--- src/rtl/mcm_pkg.sv ---
// Shared ISA encodings, FSM states and ALU operation codes for the multi-cycle core.
package mcm_pkg;

  localparam logic [5:0] OP_RTYPE = 6'h00;
  localparam logic [5:0] OP_J     = 6'h02;
  localparam logic [5:0] OP_BEQ   = 6'h04;
  localparam logic [5:0] OP_ADDI  = 6'h08;
  localparam logic [5:0] OP_LW    = 6'h23;
  localparam logic [5:0] OP_SW    = 6'h2B;

  localparam logic [5:0] FN_ADD = 6'h20;
  localparam logic [5:0] FN_SUB = 6'h22;
  localparam logic [5:0] FN_AND = 6'h24;
  localparam logic [5:0] FN_OR  = 6'h25;
  localparam logic [5:0] FN_SLT = 6'h2A;

  typedef enum logic [3:0] {
    FETCH, DECODE, EXEC, MEM_RD, MEM_WR, WB_ALU, WB_MEM, BRANCH, JUMP, TRAP
  } state_e;

  typedef enum logic [2:0] {
    ALU_ADD, ALU_SUB, ALU_AND, ALU_OR, ALU_SLT
  } alu_op_e;

  function automatic logic funct_legal(input logic [5:0] fn);
    return (fn == FN_ADD) || (fn == FN_SUB) || (fn == FN_AND) ||
           (fn == FN_OR)  || (fn == FN_SLT);
  endfunction

  function automatic alu_op_e funct_to_alu(input logic [5:0] fn);
    alu_op_e op;
    case (fn)
      FN_SUB:  op = ALU_SUB;
      FN_AND:  op = ALU_AND;
      FN_OR:   op = ALU_OR;
      FN_SLT:  op = ALU_SLT;
      default: op = ALU_ADD;
    endcase
    return op;
  endfunction

endpackage

--- src/rtl/mcm_regfile.sv ---
// Register file: two combinational read ports, one synchronous write port.
// Register 0 always reads zero and ignores writes.
module mcm_regfile #(
  parameter int NUM_REGS = 32,
  localparam int IDX_W = $clog2(NUM_REGS)
) (
  input  logic             clk,
  input  logic             rst,
  input  logic             we_i,
  input  logic [IDX_W-1:0] waddr_i,
  input  logic [31:0]      wdata_i,
  input  logic [IDX_W-1:0] raddr_a_i,
  output logic [31:0]      rdata_a_o,
  input  logic [IDX_W-1:0] raddr_b_i,
  output logic [31:0]      rdata_b_o
);

  logic [31:0] regs_q [NUM_REGS];

  always_ff @(posedge clk or posedge rst) begin
    if (rst) begin
      for (int i = 0; i < NUM_REGS; i++) begin
        regs_q[i] <= '0;
      end
    end else if (we_i && (waddr_i != '0)) begin
      regs_q[waddr_i] <= wdata_i;
    end
  end

  assign rdata_a_o = (raddr_a_i == '0) ? 32'd0 : regs_q[raddr_a_i];
  assign rdata_b_o = (raddr_b_i == '0) ? 32'd0 : regs_q[raddr_b_i];

endmodule

--- src/rtl/multi_cycle_microprocessor.sv ---
// Multi-cycle MIPS-subset core: one req/ready memory port for fetch and data,
// a shared ALU sequenced by a fetch/decode/execute/memory/writeback FSM.
module multi_cycle_microprocessor
  import mcm_pkg::*;
#(
  parameter int              ADDR_W   = 8,
  parameter int              NUM_REGS = 32,
  parameter logic [ADDR_W-1:0] RESET_PC = '0
) (
  input  logic              clk,
  input  logic              rst,
  output logic              mem_req,
  output logic              mem_we,
  output logic [ADDR_W-1:0] mem_addr,
  output logic [31:0]       mem_wdata,
  input  logic [31:0]       mem_rdata,
  input  logic              mem_ready,
  output logic [31:0]       processor_out,
  output logic              retire,
  output logic              trap
);

  localparam int IDX_W = $clog2(NUM_REGS);

  state_e            state_q, state_d;
  logic [ADDR_W-1:0] pc_q, pc_d;
  logic [31:0]       ir_q, ir_d;
  logic [31:0]       a_q, a_d;
  logic [31:0]       b_q, b_d;
  logic [31:0]       aluout_q, aluout_d;
  logic [31:0]       mdr_q, mdr_d;
  logic [31:0]       pout_q, pout_d;
  logic              retire_q, retire_d;
  logic              trap_q, trap_d;

  logic [5:0]        opcode, funct;
  logic [IDX_W-1:0]  rs_idx, rt_idx, rd_idx;
  logic [31:0]       imm_sext, pc_ext;
  logic [31:0]       rf_a, rf_b;
  logic              rf_we;
  logic [IDX_W-1:0]  rf_waddr;
  logic [31:0]       rf_wdata;

  logic [31:0]       alu_a, alu_b, alu_y;
  alu_op_e           alu_op;

  logic              req_c, we_c;
  logic [ADDR_W-1:0] addr_c;

  assign opcode   = ir_q[31:26];
  assign funct    = ir_q[5:0];
  assign rs_idx   = ir_q[21 +: IDX_W];
  assign rt_idx   = ir_q[16 +: IDX_W];
  assign rd_idx   = ir_q[11 +: IDX_W];
  assign imm_sext = {{16{ir_q[15]}}, ir_q[15:0]};
  assign pc_ext   = 32'(pc_q);

  mcm_regfile #(.NUM_REGS(NUM_REGS)) u_regfile (
    .clk       (clk),
    .rst       (rst),
    .we_i      (rf_we),
    .waddr_i   (rf_waddr),
    .wdata_i   (rf_wdata),
    .raddr_a_i (rs_idx),
    .rdata_a_o (rf_a),
    .raddr_b_i (rt_idx),
    .rdata_b_o (rf_b)
  );

  always_comb begin
    case (alu_op)
      ALU_SUB: alu_y = alu_a - alu_b;
      ALU_AND: alu_y = alu_a & alu_b;
      ALU_OR:  alu_y = alu_a | alu_b;
      ALU_SLT: alu_y = ($signed(alu_a) < $signed(alu_b)) ? 32'd1 : 32'd0;
      default: alu_y = alu_a + alu_b;
    endcase
  end

  always_comb begin
    state_d  = state_q;
    pc_d     = pc_q;
    ir_d     = ir_q;
    a_d      = a_q;
    b_d      = b_q;
    aluout_d = aluout_q;
    mdr_d    = mdr_q;
    pout_d   = pout_q;
    retire_d = 1'b0;
    trap_d   = trap_q;
    alu_a    = pc_ext;
    alu_b    = 32'd4;
    alu_op   = ALU_ADD;
    req_c    = 1'b0;
    we_c     = 1'b0;
    addr_c   = pc_q;
    rf_we    = 1'b0;
    rf_waddr = rt_idx;
    rf_wdata = aluout_q;

    case (state_q)
      FETCH: begin
        req_c = 1'b1;
        if (mem_ready) begin
          ir_d    = mem_rdata;
          pc_d    = alu_y[ADDR_W-1:0];
          state_d = DECODE;
        end
      end
      DECODE: begin
        a_d      = rf_a;
        b_d      = rf_b;
        alu_b    = imm_sext << 2;
        aluout_d = alu_y;
        case (opcode)
          OP_RTYPE:              state_d = funct_legal(funct) ? EXEC : TRAP;
          OP_ADDI, OP_LW, OP_SW: state_d = EXEC;
          OP_BEQ:                state_d = BRANCH;
          OP_J:                  state_d = JUMP;
          default:               state_d = TRAP;
        endcase
        if (state_d == TRAP) trap_d = 1'b1;
      end
      EXEC: begin
        alu_a = a_q;
        if (opcode == OP_RTYPE) begin
          alu_b  = b_q;
          alu_op = funct_to_alu(funct);
        end else begin
          alu_b  = imm_sext;
        end
        aluout_d = alu_y;
        case (opcode)
          OP_LW:   state_d = MEM_RD;
          OP_SW:   state_d = MEM_WR;
          default: state_d = WB_ALU;
        endcase
      end
      MEM_RD: begin
        req_c  = 1'b1;
        addr_c = {aluout_q[ADDR_W-1:2], 2'b00};
        if (mem_ready) begin
          mdr_d   = mem_rdata;
          state_d = WB_MEM;
        end
      end
      MEM_WR: begin
        req_c  = 1'b1;
        we_c   = 1'b1;
        addr_c = {aluout_q[ADDR_W-1:2], 2'b00};
        if (mem_ready) begin
          retire_d = 1'b1;
          state_d  = FETCH;
        end
      end
      WB_ALU: begin
        rf_we    = 1'b1;
        rf_waddr = (opcode == OP_RTYPE) ? rd_idx : rt_idx;
        pout_d   = aluout_q;
        retire_d = 1'b1;
        state_d  = FETCH;
      end
      WB_MEM: begin
        rf_we    = 1'b1;
        rf_wdata = mdr_q;
        pout_d   = mdr_q;
        retire_d = 1'b1;
        state_d  = FETCH;
      end
      BRANCH: begin
        // equality test reuses the ALU as a subtractor
        alu_a  = a_q;
        alu_b  = b_q;
        alu_op = ALU_SUB;
        if (alu_y == 32'd0) pc_d = aluout_q[ADDR_W-1:0];
        retire_d = 1'b1;
        state_d  = FETCH;
      end
      JUMP: begin
        pc_d     = ADDR_W'({pc_ext[31:28], ir_q[25:0], 2'b00});
        retire_d = 1'b1;
        state_d  = FETCH;
      end
      TRAP: begin
        state_d = TRAP;
      end
      default: begin
        state_d = TRAP;
        trap_d  = 1'b1;
      end
    endcase
  end

  always_ff @(posedge clk or posedge rst) begin
    if (rst) begin
      state_q  <= FETCH;
      pc_q     <= RESET_PC;
      ir_q     <= '0;
      a_q      <= '0;
      b_q      <= '0;
      aluout_q <= '0;
      mdr_q    <= '0;
      pout_q   <= '0;
      retire_q <= 1'b0;
      trap_q   <= 1'b0;
    end else begin
      state_q  <= state_d;
      pc_q     <= pc_d;
      ir_q     <= ir_d;
      a_q      <= a_d;
      b_q      <= b_d;
      aluout_q <= aluout_d;
      mdr_q    <= mdr_d;
      pout_q   <= pout_d;
      retire_q <= retire_d;
      trap_q   <= trap_d;
    end
  end

  // reset kills an in-flight request without waiting for the next edge
  assign mem_req       = req_c & ~rst;
  assign mem_we        = we_c & ~rst;
  assign mem_addr      = addr_c;
  assign mem_wdata     = b_q;
  assign processor_out = pout_q;
  assign retire        = retire_q;
  assign trap          = trap_q;

endmodule

--- config.mk ---
export PLATFORM = sky130hd
export DESIGN_NAME = multi_cycle_microprocessor
export DESIGN_NICKNAME = d
export VERILOG_FILES = /design/src/rtl/mcm_pkg.sv /design/src/rtl/mcm_regfile.sv /design/src/rtl/multi_cycle_microprocessor.sv
export SDC_FILE = /design/constraint.sdc
export NUM_CORES = 2
export LEC_CHECK = 0
export CAP_MARGIN = 20
export CORE_MARGIN = 5
export CORE_UTILIZATION = 30
export DETAILED_ROUTE_END_ITERATION = 8
export PLACE_DENSITY = 0.4
export SLEW_MARGIN = 0
export SYNTH_ARGS = -nofsm -noshare
export SYNTH_HDL_FRONTEND = slang
export SYNTH_SLANG_ARGS = --single-unit
--- constraint.sdc ---
create_clock -name clk -period 56.6 [get_ports clk]
set_input_delay 14.15 -clock clk [delete_from_list [all_inputs] [get_ports clk]]
set_output_delay 14.15 -clock clk [all_outputs]
set_load 0.03 [all_outputs]
==> results.md <==
* Most instantiated cells after synthesis: 1230 x dfrtp_1, 887 x a21oi_1, 825 x nor2_1, 657 x o21ai_0, 652 x nand2_1
* Total iterations of the first detailed-routing run at 6
* Inst Count DP at 9311
* Number of design rule violations left after detail routing at 0
* Total standard cell area after synthesis at 66800 sq um
* Average cell area after synthesis at 9.98 sq um
* TritonCTS sink count at 1230
* Largest net degree at the start of global routing at 130
* Initial antenna violation count at 25
* Final Non-Filler Cells at approximately 9600
* DRC violation total after the first TritonRoute iteration at 4979
* Worst-case register-to-register setup slack at 49.01 ns
* Critical Path Sink Type: primary output
* Total setup buffers inserted after CTS at 0
* Pre-CTS WS at about 27 ns
* Async SR Flop Fraction at 100%
* Height of the die at around 480 um
* Number of rows in the core area at 173
* Library cell with the largest summed area after synthesis: dfrtp_1
* Final count of negative-setup-slack endpoints at 0
* Hold Crit Class: flip-flop to flip-flop
* CTS tree: done
* Placed instance area at between 70000 and 80000 sq um
* Total of buffers placed on input and output ports at 110
* Die area at 232000 sq um
* Final RePlAce weighted congestion at 0.922
* Net count after synthesis at a little under 7000
* Result of the run: finished, final reports clean
* Final HPWL from detailed placement at 179 mm
* Critical R2R Launch: ir_q[27]
* Mean routed wirelength per cell at 30.0 um
* Count of cell types in the netlist at between 90 and 100
* Clock transition at the register clock pins on the worst setup and hold paths after CTS at 0.06 ns
* Floorplan core area at ~220000 sq um
* Share of post-route cells with drive strength above 1 at 16.2%
* Clock skew after layout at 0.0306 ns
* Data required, critical path at roughly 42 ns
* Total overflow reported by the global router at 0
* Yosys top cell area share at 46.0%
* Peak supply drop at 0.0213 mV
* Worst-case headroom to the max-slew limit at 18.7%
* Warnings, synthesis at 0
* Clk Tree Root Cell: clkbuf_16
* Final worst-path setup slack at 26.76 ns
* Number of pins with negative max-slew slack in the final report at 0
* Max_cap viols at 0
* Number of stages on the worst hold path at 0
* Post-route minimum period at 29.84 ns
* Starting utilization of the core area at between 30% and 40%
* Power per Cell Area at roughly 25 nW/um^2
* Final worst path period share at around 53%
* Die extent in x at 482 um
* H-Tree Level Count at 4
* Clock buffer depth at 3
* Layout Area Growth over Synthesis at 14.5%
* Number of flops mapped to enable cells by yosys at 0
* Total leakage power at about 31 nW
* Number of nets in the layout at 6626
* Number of global-route vias before repair at 52468
* Count of endpoints failing hold in the final timing report at 0
* Number of primary I/O pins at 111
* Most used flip-flop cell after synthesis: dfrtp_1
* Yosys reg bits at 1230
* Antenna-violating nets left at 0
* Sort of element at the start of the critical path: input port
* Clock latency of the later-clocked register in the worst-skew pair at 0.80 ns
* Wirelength, routed at 287 mm
* Count of instances resized after the clock tree is built at 0
* Vias after detailed routing at 53269
* Endpoint arrival time on the critical path at 15.69 ns
* Post-synthesis sequential area ratio at 46.0%
* Slew at the pin closest to its max-slew limit at between 1 and 1.5 ns
* Setup repair after global routing missed its margin: no
* Reg2reg path depth at 18
* Post-route cell area at 76500 sq um
* Final total power at about 1.9 mW
* Share of the core filled with cells at 34.4%
* Top cells by area in the synthesized netlist: dfrtp_1 46%, mux4_2 12%, a21oi_1 6.6%
* Cell with the most instances after synthesis: dfrtp_1
* Post-Synthesis Cells at 6695
* Final TNS setup at 0 ns
* Per-cell via count in the routed design at 5.56
* Top fanout value on the critical path at 3
* Hold-fix buffers at CTS at 0
* First-pass GRT wire length at between 400 and 500 mm
* Peak clock frequency supported by timing at 0.0335 GHz
* GR Util All Layers at 24.4%
* Hold path endpoint: u_regfile.regs_q[1023]
* Category of the critical setup timing path: input port to primary output
* R2r endpoint: pc_q[1]
* Origin of the worst min-delay path: u_regfile.regs_q[1023]
* Clock buffer count from CTS at 151
* Hold Worst Slack at 0.399 ns
## worst max path at each step
stage | startpoint | end | slack, ns
2_1_floorplan | rst | a_q[0] | 7.79
3_3_place_gp | rst | mem_we | 26.77
3_5_place_dp | rst | mem_req | 26.75
4_1_cts | rst | mem_req | 26.73
5_1_grt | rst | mem_req | 26.68
6_report | rst | mem_req | 26.76
## per-layer routing
metal,up-vias,track usage (%),share of wire (%)
li1,23748,-,-
met1,27552,34.7,45
met2,1612,39.0,46
met3,353,3.80,6.1
met4,4,6.12,2.6
met5,-,0,0.0094
## cell families after synthesis
kind of cell	share of synthesized area, %
DFF	46.0
xor gates and xnor gates	0.144
adders and majority gates	1.86
buffers and inverters	4.34
and+or+nand+nor	11.0
AOI/OAI and AO/OA	17.3
muxes	19.4
## critical path: stages
cell and delay (ns):
clkdlybuf4s50_1 0.55, nor3_1 0.27, clkdlybuf4s50_1 0.72
## state kept, by name, summed over array words and instances, names as in the netlist
register	cells
processor_out	32
mdr_q	32
ir_q	32
state_q	4
aluout_q	32
pc_q	8
mem_wdata	32
a_q	32
trap	1
retire	1
u_regfile.regs_q	1024
## area by class of cell
cell class,instances,area [sq um]
inverter,110,423
timing repair buffer,292,2600
tap,2975,3720
multi-input combinational,4708,33900
clock inverter,38,488
sequential,1230,30800
antenna,6,15.0
fill,22573,146000
clock buffer,228,4580
## cell usage in the layout, fill, tap and decap left out, types with 21 or more instances in the layout
cell / Yosys / routed
dfrtp_1: 1230 / 1220
a21oi_1: 887 / 887
nor2_1: 825 / 809
o21ai_0: 657 / 652
nand2_1: 652 / 648
mux4_2: 367 / 367
mux2i_1: 307 / 275
buf_4: 2 / 170
clkbuf_16: 0 / 158
mux2_2: 141 / 141
clkdlybuf4s50_1: 0 / 110
inv_1: 110 / 108
o22ai_1: 97 / 97
ha_1: 96 / 96
nor3_1: 92 / 86
o221ai_1: 82 / 82
a22o_1: 37 / 37
clkbuf_8: 0 / 36
o211ai_1: 34 / 34
clkbuf_1: 535 / 34
a211oi_1: 33 / 33
mux2i_4: 0 / 32
and2_1: 30 / 30
a221oi_1: 26 / 26
or2_2: 25 / 24
nand3_1: 22 / 21
clkinv_2: 0 / 21
## where the power goes
part	internal, mW	switching [mW]	total (mW)	leakage (nW)
sequential	0.880	0	0.880	17.1
combinational	0.00318	0.0189	0.0221	11.8
clock	0.598	0.406	1.00	2.50
total	1.48	0.425	1.91	31.4
(Power assumes the default switching activity.)
